[src/rtl/ysyx_22050710_ifq.sv]
// ---------------------------------------------------------------------------
// ysyx_22050710_ifq -- instruction fetch queue between fetch and decode.
//
// Buffers up to DEPTH {pc, inst} pairs in a circular buffer. Fetch and decode
// each talk to the queue through a valid/ready handshake. A flush drops
// every buffered entry at the clock edge.
//
// Parameters:
//   DEPTH  - number of entries (power of two, >= 2)
//   PC_W   - pc width
//   INST_W - instruction width
//
// Ports:
//   i_clk        clock, all state updates on the rising edge
//   i_rst        synchronous active-low reset; overrides flush and handshakes
//   i_flush      synchronous flush; empties the queue at this edge
//   i_in_valid   fetch presents {i_in_pc, i_in_inst}
//   o_in_ready   queue accepts a pair this cycle
//   o_out_valid  head entry available to decode
//   i_out_ready  decode consumes the head this cycle
//   o_out_pc     head pc   (0 when empty and nothing is forwarded)
//   o_out_inst   head inst (0 when empty and nothing is forwarded)
//   o_count      occupied entries, 0..DEPTH
//   o_empty      o_count == 0
//   o_full       o_count == DEPTH
//
// Build option:
//   YSYX_22050710_IFQ_BYPASS_EN - when defined, an empty queue forwards the
//   incoming pair straight to decode in the same cycle. If decode takes it,
//   the pair is never written. When undefined there is no forwarding path and
//   the minimum latency through the queue is one cycle.
// ---------------------------------------------------------------------------
module ysyx_22050710_ifq #(
  parameter int DEPTH  = 4,
  parameter int PC_W   = 64,
  parameter int INST_W = 32
) (
  input  logic                   i_clk,
  input  logic                   i_rst,
  input  logic                   i_flush,
  input  logic                   i_in_valid,
  output logic                   o_in_ready,
  input  logic [PC_W-1:0]        i_in_pc,
  input  logic [INST_W-1:0]      i_in_inst,
  output logic                   o_out_valid,
  input  logic                   i_out_ready,
  output logic [PC_W-1:0]        o_out_pc,
  output logic [INST_W-1:0]      o_out_inst,
  output logic [$clog2(DEPTH):0] o_count,
  output logic                   o_empty,
  output logic                   o_full
);

  localparam int AW = $clog2(DEPTH);
  localparam int CW = AW + 1;
  localparam logic [CW-1:0] FULL_CNT = CW'(DEPTH);

  logic [AW-1:0]     wr_ptr_q, wr_ptr_d;
  logic [AW-1:0]     rd_ptr_q, rd_ptr_d;
  logic [CW-1:0]     count_q, count_d;
  logic [PC_W-1:0]   pc_mem_q   [DEPTH];
  logic [INST_W-1:0] inst_mem_q [DEPTH];

  logic push;        // fetch handshake completes
  logic pop;         // decode handshake completes
  logic bypass_hit;  // pop served by the forwarding path, storage untouched
  logic wr_en;       // pair is actually written into storage
  logic rd_adv;      // head entry actually leaves storage

  assign o_count = count_q;
  assign o_empty = (count_q == '0);
  assign o_full  = (count_q == FULL_CNT);

  // A full queue never accepts, even if decode frees a slot this cycle; that
  // keeps o_in_ready off the decode-side combinational path.
  assign o_in_ready = ~o_full & ~i_flush;

`ifdef YSYX_22050710_IFQ_BYPASS_EN
  logic fwd;
  assign fwd         = o_empty & ~i_flush;
  assign o_out_valid = fwd ? i_in_valid : (~o_empty & ~i_flush);
  assign bypass_hit  = fwd & pop;
`else
  assign o_out_valid = ~o_empty & ~i_flush;
  assign bypass_hit  = 1'b0;
`endif

  assign push   = i_in_valid & o_in_ready;
  assign pop    = o_out_valid & i_out_ready;
  assign wr_en  = push & ~bypass_hit;
  assign rd_adv = pop & ~bypass_hit;

  // Head data: stored entry when occupied, otherwise forwarded input (bypass
  // build only) or zero.
  always_comb begin
    o_out_pc   = '0;
    o_out_inst = '0;
    if (!o_empty) begin
      o_out_pc   = pc_mem_q[rd_ptr_q];
      o_out_inst = inst_mem_q[rd_ptr_q];
    end
`ifdef YSYX_22050710_IFQ_BYPASS_EN
    else if (!i_flush) begin
      o_out_pc   = i_in_pc;
      o_out_inst = i_in_inst;
    end
`endif
  end

  // NOTE: every signal gets its hold value before any branch, so no path
  // leaves it unassigned and no latch is inferred.
  always_comb begin
    wr_ptr_d = wr_ptr_q;
    rd_ptr_d = rd_ptr_q;
    count_d  = count_q;

    // DEPTH is a power of two, so the natural AW-bit overflow is the wrap.
    if (wr_en)  wr_ptr_d = wr_ptr_q + AW'(1);
    if (rd_adv) rd_ptr_d = rd_ptr_q + AW'(1);

    unique case ({wr_en, rd_adv})
      2'b10:   count_d = count_q + CW'(1);
      2'b01:   count_d = count_q - CW'(1);
      default: count_d = count_q;
    endcase

    // Handshakes are already masked by i_flush; the flush only has to
    // collapse the pointers and the count.
    if (i_flush) begin
      wr_ptr_d = '0;
      rd_ptr_d = '0;
      count_d  = '0;
    end
  end

  // NOTE: sequential state uses non-blocking assignments so every flop
  // samples the pre-edge value of the others, independent of block order.
  always_ff @(posedge i_clk) begin
    if (!i_rst) begin
      wr_ptr_q <= '0;
      rd_ptr_q <= '0;
      count_q  <= '0;
    end else begin
      wr_ptr_q <= wr_ptr_d;
      rd_ptr_q <= rd_ptr_d;
      count_q  <= count_d;
    end
  end

  // NOTE: storage is deliberately not reset; count_q gates every read, so
  // stale contents are never observable and the array stays plain RAM.
  always_ff @(posedge i_clk) begin
    if (i_rst && wr_en) begin
      pc_mem_q[wr_ptr_q]   <= i_in_pc;
      inst_mem_q[wr_ptr_q] <= i_in_inst;
    end
  end

endmodule

[config.mk]
export PLATFORM = sky130hd
export DESIGN_NAME = ysyx_22050710_ifq
export DESIGN_NICKNAME = d
export VERILOG_FILES = /design/src/rtl/ysyx_22050710_ifq.sv
export SDC_FILE = /design/constraint.sdc
export NUM_CORES = 1
export LEC_CHECK = 0
export CORE_UTILIZATION = 50
export CTS_BUF_LIST = sky130_fd_sc_hd__clkbuf_8
export DETAILED_ROUTE_END_ITERATION = 8
export GPL_ROUTABILITY_DRIVEN = 1
export HOLD_SLACK_MARGIN = 0.08
export PLACE_DENSITY = 0.74
export RECOVER_POWER = 50
export SLEW_MARGIN = 20
export SYNTH_ARGS = -nofsm -noshare
export SYNTH_HDL_FRONTEND = slang
export SYNTH_SLANG_ARGS = --single-unit
export TNS_END_PERCENT = 1
[constraint.sdc]
create_clock -name i_clk -period 8.95 [get_ports i_clk]
set_input_delay 0.895 -clock i_clk [delete_from_list [all_inputs] [get_ports i_clk]]
set_output_delay 0.895 -clock i_clk [all_outputs]
set_load 0.02 [all_outputs]
* After elaboration in Yosys (flattened, before gate mapping)
Memories as Yosys holds them, arrays and structs flattened. A register that Yosys moved wholly into a read port is not among the register bits.
Cells that the tools add are included.
** Storage, ports and cells
- Register bits after elaboration :: 7
- Bits in writable memories :: 384
- Word-level logic and storage cells :: 33
- Memories :: 2
** Cells by class
- $add $sub $neg :: 4
- Eq/ne operators :: 3
- Muxes and demuxes :: 9
- Bitwise operators :: 8
- Reductions and logical operators :: 4
** Memories
- pc_mem_q :: words 4, width 64, rd ports 1, clocked after Yosys merged registers in 1, wr ports 1, RTL line 61 : logic [PC_W-1:0] pc_mem_q [DEPTH];
- inst_mem_q :: words 4, width 32, rd ports 1, clocked after Yosys merged registers in 1, wr ports 1, RTL line 62 : logic [INST_W-1:0] inst_mem_q [DEPTH];
** Operators with widths (number)
- two-way mux 64 bit :: 1
- two-way mux 32 bit :: 1
- two-way mux 2 bit :: 4
- one-hot mux 3 bit (2 select lines) :: 1
- adder 2 x 1 -> 2 bit (second input constant) :: 2
- AND 1 bit :: 4
- NOT 1 bit :: 4
- adder 3 x 1 -> 3 bit (second input constant) :: 1
- == test 3 bit (second input constant) :: 1
- logical NOT 3 bit :: 1
- subtractor 3 x 1 -> 3 bit (second input constant) :: 1
- == test 2 x 1 -> 1 bit (second input constant) :: 1
- == test 2 bit (second input constant) :: 1
- two-way mux 1 bit :: 2
- nonzero test 2 bit :: 1
- OR reduction 2 bit :: 1
- logical AND 1 bit :: 1

* Longest topological paths before layout
Gate-level depths: netlist of the first run.
- Depth after elaboration :: 7
- Depth in mapped cells :: 10
- Mapped depth without buffers :: 9

* Worst setup path before layout of the first run
No wires, ideal clock.
- Path kind :: input to register
- From :: in i_in_valid
- To :: mem inst_mem_q[0][0], enable pin
- Setup time :: 0.466 ns
- Data arrival time :: 3.624 ns
- Required time :: 8.484 ns
- Path slack :: 4.860 ns
- Cell stages on the path :: 3
- Path through :: nor2b_1 -> and2_1 -> and3_1
** Between the ends
- Cells in the longest elaborated chain, start to end :: 4
** Ends and longest elaborated chain
- from (decl) :: RTL line 41 : input logic i_in_valid,
- AND 1 bit :: RTL line 88 : assign push = i_in_valid & o_in_ready;
- logical AND 1 bit :: RTL line 153 : if (i_rst && wr_en) begin
- two-way mux 1 bit :: RTL line 153
- two-way mux 1 bit (implied by the code) :: RTL line 155 : inst_mem_q[wr_ptr_q] <= i_in_inst;
- to (decl) :: RTL line 62
Every way passes these cells.

* Worst setup path after layout of the first run
- From :: in i_flush
- To :: mem pc_mem_q[0][28], enable pin
** Between the ends
- Cells in the longest elaborated chain, start to end :: 6
** Ends and longest elaborated chain
- from (decl) :: RTL line 40 : input logic i_flush,
- NOT 1 bit :: RTL line 76 : assign o_in_ready = ~o_full & ~i_flush;
- AND 1 bit :: RTL line 76
- AND 1 bit :: RTL line 88
- logical AND 1 bit :: RTL line 153
- two-way mux 1 bit :: RTL line 153
- two-way mux 1 bit (implied by the code) :: RTL line 154 : pc_mem_q[wr_ptr_q] <= i_in_pc;
- to (decl) :: RTL line 61
Every way passes these cells.

==> results of run 1 <==
==> power by group <==
group,switching (W),total (W),internal (W)
sequential,0.00000498,0.00204,0.00204
combinational,0.0000784,0.000157,0.0000790
clock,0.000629,0.00123,0.000600
==> cells by family after synthesis <==
kind of cell | count (synthesis) | synth area share (%)
adder cells (fa/ha/maj) | 6 | 0.552
multiplexers | 96 | 14.4
XOR/XNOR | 3 | 0.176
flip-flops | 393 | 78.2
AND/OR/NAND/NOR | 118 | 4.82
AO/OA/AOI/OAI | 10 | 0.384
buffers and inverters | 41 | 1.39
==> worst max-delay path by stage <==
stage                            end  cells past startpoint  slack (ns)  startpoint
floorplan           inst_mem_q[0][0]                      3        4.86  i_in_valid
detailed placement   pc_mem_q[2][47]                      5        5.11     i_flush
global route         pc_mem_q[0][29]                      5        4.27     i_flush
CTS                     o_out_pc[40]                      4        4.56   flip-flop
global placement     pc_mem_q[2][47]                      5        5.15     i_flush
finish               pc_mem_q[0][28]                      5        4.64     i_flush
==> per-stage QoR <==
stage	instance area, µm²	setup WS (ns)	hold slack [ns]
5_1_grt	18400	4.27	0.532
3_3_place_gp	17400	5.15	0.467
3_5_place_dp	17400	5.11	0.480
6_report	18400	4.64	0.487
4_1_cts	18400	4.56	0.489
2_1_floorplan	15000	4.86	0.459
==> synth_stat cells (all sizes together) <==
cell / n
nor3: 1
a21o: 2
o31ai: 1
nor2: 8
inv: 7
clkbuf: 16
ha: 5
nand3: 2
nor2b: 95
a21oi: 5
mux4: 96
buf: 18
o21ai: 2
fa: 1
and2: 1
dfxtp: 9
or3: 2
nand2: 1
and2b: 2
or3b: 1
xor2: 3
edfxtp: 384
and3: 4
nand2b: 1
==> worst reg2reg max path, cell delays in order, from the launching register on <==
cell and delay (ns):
sky130_fd_sc_hd__dfxtp_1 0.50, sky130_fd_sc_hd__or3b_1 0.27, sky130_fd_sc_hd__and2_0 0.25, sky130_fd_sc_hd__and3_1 1.48, sky130_fd_sc_hd__buf_4 0.94
==> layout make-up <==
| class | count | area (µm²) | area share [%] |
|---|---|---|---|
| Sequential cell | 393 | 11700 | 63.7 |
| Multi-Input combinational cell | 233 | 3060 | 16.7 |
| Timing Repair Buffer | 212 | 2100 | 11.4 |
| Clock buffer | 58 | 798 | 4.34 |
| Tap cell | 384 | 480 | 2.61 |
| Clock inverter | 43 | 183 | 0.994 |
| Inverter | 7 | 26.3 | 0.143 |
| Antenna cell | 5 | 12.5 | 0.0681 |
==> placed cells by master, fill, tap and decap left out, drive strengths merged, types with 2 or more instances in the layout <==
cell and count:
buf 9, and2b 2, edfxtp 384, inv 24
clkinv 23, dfxtp 9, or3 2, clkdlybuf4s50 105
clkinvlp 3, o21ai 2, a21oi 5, nor2b 95
nor2 8, mux4 96, dlygate4sd3 98, clkbuf 58
nand3 2, a21o 2, and3 4, diode 5
ha 5, xor2 3
==> routing by layer <==
| layer | global-route usage, % | wire, µm | vias to the layer above |
|---|---|---|---|
| met4 | 5.51 | 565 | 10 |
| met2 | 30.3 | 13500 | 233 |
| met5 | 0 | 72 | - |
| met3 | 6.24 | 2140 | 61 |
| met1 | 24.5 | 11800 | 3661 |
| li1 | - | - | 3200 |
==> state kept, by name, summed over array words and instances, names as in the netlist, named ones only <==
register and cells:
o_count 3, pc_mem_q 256, wr_ptr_q 2, inst_mem_q 128, rd_ptr_q 2
==> results_dict.tcl, run 1 <==
set metrics [dict create \
    cts_buffers 58 \
    design.core.area_mm2 0.0291 \
    core.rowCount 62 \
    yosysSeqAreaShare_pct 78.2 \
    layout_worst_path_cycle_share_pct 48.1 \
    crit_slowest_cell "sky130_fd_sc_hd__and3_1" \
    report.final.slew_viol_count 37 \
    dr.first_iter.drc_count 420 \
    setup_violations 0 \
    drt_first_pass_iters 4 \
    vias 7165 \
    synth.distinct_cells 25 \
    num-nets-final 1012 \
    combined_area_of_all_synthesized_cells_mm2 0.0150 \
    min-delay-path-class "reg -> reg" \
    timing_worst_slew_pin_value_ns 1.90 \
    die-width_um 175 \
    finalPower_w 0.00343 \
    post_cts_buffers 0 \
    io-pin-count 204 \
    grt_pass1_wl_um 43400 \
    avgRoutedWirePerCell_um 21.0 \
    peakVddDrop_mv 0.134 \
    ctsLongestPathBuffers 3 \
    critical-path-max-stage-delay_ns 1.48 \
    drive_gt1_share_pct 18.5 \
    worst-setup-path-type "in -> reg" \
    tritoncts "yes" \
    yosysTopAreaCell "sky130_fd_sc_hd__edfxtp_1" \
    mappedNetlistNets 774 \
    syn_avg_cell_area_um2 22.4 \
    finalHoldViolations 0 \
    outcome "finished, violations left" \
    synth.top_cell.area_share_pct 77.0 \
    die-area_mm2 0.0306 \
    reg2regPathDepth 4 \
    pin_count_of_the_biggest_net_entering_global_routing 75 \
    power_density_mw_per_mm2 187 \
    synth-seq-cells 393 \
    clk_transition_reported_paths_ns 0.06 \
    cap_violations 1 \
    yosysWarningCount 0 \
    worst-r2r-setup-slack_ns 5.10 \
    clock_insertion_delay_worst_skew_ns 0.58 \
    rsz0062_at_grt "false" \
    critPathArrivalTime_ns 4.50 \
    regToRegStartpoint "o_count[0]" \
    number_of_global_route_vias_before_repair 7800 \
    clockRootBuffer "sky130_fd_sc_hd__clkbuf_8" \
    placedCellCount 1229 \
    cp_max_fo 61 \
    timing.critical_path.max_delay_family "simple AND/OR/NAND/NOR gates" \
    accumulated_negative_setup_slack_ns 0 \
    routed_wirelength_um 28100 \
    cp-start-kind "input pin" \
    layout-area-overhead-vs-synth_pct 22.8 \
    crit_chain "dlygate4sd3_1 -> nor2b_1 -> and2_0 -> and3_1 -> buf_4" \
    final_layout_fill_cell_count 2054 \
    clock_skew_ns 0.0102 \
    grt_antenna_before_repair 10 \
    antenna_violating_nets_post_route 0 \
    clkSinkCount 393 \
    postLayoutCoreUtil_pct 63.2 \
    placement.io_buffers 203 \
    max_freq_mhz 232 \
    clock_tree.htree_level_count 2 \
    source_of_the_worst_hold_timing_path "rd_ptr_q[1]" \
    cp_data_required_time_ns 9.15 \
    regToRegEndpoint "pc_mem_q[0][28]" \
    initial_utilization_pct 51.5 \
    post_cts_resize_count 0 \
    grt_util_all_layers_pct 18.8 \
    leakage_nw 5.70 \
    place.detailed.hpwl_um 16100 \
    min_delay_path_depth 2 \
    vias_per_cell 5.37 \
    drt_drc_violations_left 0 \
    netlist_top_cells_area "sky130_fd_sc_hd__edfxtp_1 77%, sky130_fd_sc_hd__mux4_2 14%, sky130_fd_sc_hd__nor2b_1 4.0%, sky130_fd_sc_hd__dfxtp_1 1.2%, sky130_fd_sc_hd__buf_2 0.43%" \
    grt_overflow_total 0 \
    post_cts_hold_buffer_count 0 \
    critical_path_buf_inv_count 2 \
    worst_slew_margin_rel_pct -26.9 \
    violations_in_the_final_reports "max-capacitance violations, max-slew violations" \
    number_of_standard_cells_in_the_final_layout_excluding_fillers 1335 \
    worstSetupEndpointType "flip-flop" \
    gp_routability_congestion 0.713 \
    fp.dieH_um 175 \
    post-route-min-period_ns 4.31 \
    postSynthCellCount 667 \
]
Note: power is estimated with default switching activity, not from simulation.
==> inputs of run 2 (changes only) <==
==> constraint.sdc (replaced) <==
create_clock -name i_clk -period 4 [get_ports i_clk]
set_input_delay 0.4 -clock i_clk [delete_from_list [all_inputs] [get_ports i_clk]]
set_output_delay 0.4 -clock i_clk [all_outputs]
set_load 0.02 [all_outputs]
==> run 2 against run 1 <==
The flow still finishes with violations (max-capacitance violations, max-slew violations). Via count increased by 0.80%. Largest power group unchanged. Critical path type is now reg -> out. Power increased by 130%. Critical path depth decreased by 1. Sequential cell count unchanged. Register-to-register slack got worse by 4.1 ns. Cell area increased by 1.2%. Sequential power increased by 120%. Clock skew increased by 0.016 ns. Routed wire length increased by 1.2%. Combinational power increased by 130%.
==> results_dict.tcl, run 2 (same netlist as run 1, synthesis figures left out) <==
set metrics [dict create \
    outcome "finished, violations left" \
    violations_in_the_final_reports "max-capacitance violations, max-slew violations" \
    max_flop_register "pc_mem_q" \
    timing.final.ws_setup_ns 0.773 \
    fp.dieH_um 175 \
    timing_worst_slew_pin_value_ns 1.78 \
    pre_cts_ws_ns 1.13 \
    clockRootBuffer "sky130_fd_sc_hd__clkbuf_8" \
    avgRoutedWirePerCell_um 21.1 \
    layout_worst_path_cycle_share_pct 80.7 \
    number_of_cells_on_the_critical_path 4 \
    gp_routability_congestion 0.712 \
    peakVddDrop_mv 0.256 \
    drive_gt1_share_pct 19.3 \
    max_freq_mhz 310 \
    cp_max_fo 38 \
    min-delay-path-class "reg -> reg" \
    finish.instance_area_mm2 0.0186 \
    grt_pass1_wl_um 43800 \
    die-width_um 175 \
    initial_utilization_pct 51.5 \
    accumulated_negative_setup_slack_ns 0 \
    power_density_mw_per_mm2 422 \
    placement.cell_area_mm2 0.0176 \
    dr.first_iter.drc_count 642 \
    grt_antenna_before_repair 6 \
    antenna_violating_nets_post_route 0 \
    ctsLongestPathBuffers 3 \
    worst-r2r-setup-slack_ns 1.01 \
    min_delay_path_depth 2 \
    multiInputGateArea_mm2 0.00306 \
    clock_tree.htree_level_count 2 \
    grt_util_all_layers_pct 19.2 \
    crit_chain "buf_4 -> mux4_2 -> nor2b_1 -> clkdlybuf4s50_1" \
    setup_violations 0 \
    drt_first_pass_iters 5 \
    reg2regPathDepth 4 \
    post-route-min-period_ns 3.23 \
    core.rowCount 62 \
    critical_path_buf_inv_count 2 \
    grt_overflow_total 0 \
    clkSinkCount 393 \
    cp-start-kind "flip-flop" \
    worst-setup-path-type "reg -> out" \
    final_layout_fill_cell_count 2003 \
    drt_drc_violations_left 0 \
    leakage_nw 5.79 \
    vias_per_cell 5.37 \
    post_cts_resize_count 0 \
    place.detailed.hpwl_um 17400 \
    design.core.area_mm2 0.0291 \
    clock_insertion_delay_worst_skew_ns 0.59 \
    die-area_mm2 0.0306 \
    finalHoldViolations 0 \
    report.final.slew_viol_count 61 \
    post_cts_hold_buffer_count 0 \
    pin_count_of_the_biggest_net_entering_global_routing 61 \
    vias 7222 \
    num-nets-final 1020 \
    io-pin-count 204 \
    area_taken_by_flip_flops_and_latches_mm2 0.0117 \
    hold_ws_ns 0.503 \
    clk_transition_reported_paths_ns 0.06 \
    cp_data_required_time_ns 3.60 \
    tritoncts "yes" \
    critical-path-max-stage-delay_ns 0.72 \
    cts_buffers 59 \
    cap_violations 1 \
    leading_cell_types_in_the_layout_fill_and_taps_excluded "384 x sky130_fd_sc_hd__edfxtp_1, 107 x sky130_fd_sc_hd__clkdlybuf4s50_1, 96 x sky130_fd_sc_hd__mux4_2, 96 x sky130_fd_sc_hd__dlygate4sd3_1, 95 x sky130_fd_sc_hd__nor2b_1" \
    crit_slowest_cell "sky130_fd_sc_hd__dfxtp_4" \
    timing.critical_path.max_delay_family "buffers and inverters" \
    worstSetupEndpointType "output port" \
    routed_wirelength_um 28400 \
    post_cts_buffers 0 \
    rsz0062_at_grt "false" \
    layout-area-overhead-vs-synth_pct 24.2 \
    clock_skew_ns 0.0263 \
    number_of_global_route_vias_before_repair 7611 \
    most_frequent_standard_cell_in_the_layout_excluding_fill_and_tap_cells "sky130_fd_sc_hd__edfxtp_1" \
    critPathArrivalTime_ns 2.83 \
    placement.io_buffers 203 \
    worst_slew_margin_rel_pct -18.9 \
    number_of_flip_flops_under_the_largest_register_name 256 \
]
run 2: metal layers:
layer | global-route usage, % | up-vias | wire length, µm
li1 | - | 3218 | -
met1 | 26.9 | 3673 | 12000
met2 | 30.0 | 283 | 13700
met3 | 4.96 | 42 | 2140
met4 | 5.62 | 6 | 464
met5 | 0 | - | 39
run 2: power breakdown:
group          switching, W  total, W  leakage (nW)  internal (W)
sequential       0.00000926   0.00457          3.54       0.00456
clock               0.00142   0.00292         0.596       0.00150
combinational      0.000187  0.000366          1.65      0.000179
run 2: per-stage QoR:
stage | util [%] | total power (W) | cells
after floorplan | - | 0.00480 | 667
after global placement | 60.4 | 0.00504 | 1236
after detailed placement | 60.4 | 0.00504 | 1236
after CTS | 64.0 | 0.00795 | 1342
after global routing | 63.9 | 0.00812 | 1343
final | 63.9 | 0.00785 | 1344
run 2: path summary, 6_finish.rpt:
kind | to | startpoint
worst max-delay path | o_out_inst[29] | flip-flop
worst min-delay path | flip-flop | rd_ptr_q[1]
worst max register to register | pc_mem_q[0][39] | o_count[2]
worst min register to register | flip-flop | rd_ptr_q[1]
run 2: area by class of cell:
| cell class | count | share of cell area, % |
|---|---|---|
| Clock buffer | 59 | 4.37 |
| Tap cell | 384 | 2.58 |
| Timing Repair Buffer | 219 | 12.1 |
| Sequential cell | 393 | 63.0 |
| Antenna cell | 2 | 0.0269 |
| Inverter | 7 | 0.141 |
| Multi-Input combinational cell | 233 | 16.5 |
| Clock inverter | 47 | 1.32 |
run 2: worst reg2reg max path, stage by stage (launching register included):
cell and delay, ns:
sky130_fd_sc_hd__dfxtp_1 0.43, sky130_fd_sc_hd__or3b_1 0.47, sky130_fd_sc_hd__and2_0 0.24, sky130_fd_sc_hd__and3_1 0.22, sky130_fd_sc_hd__clkbuf_2 0.93
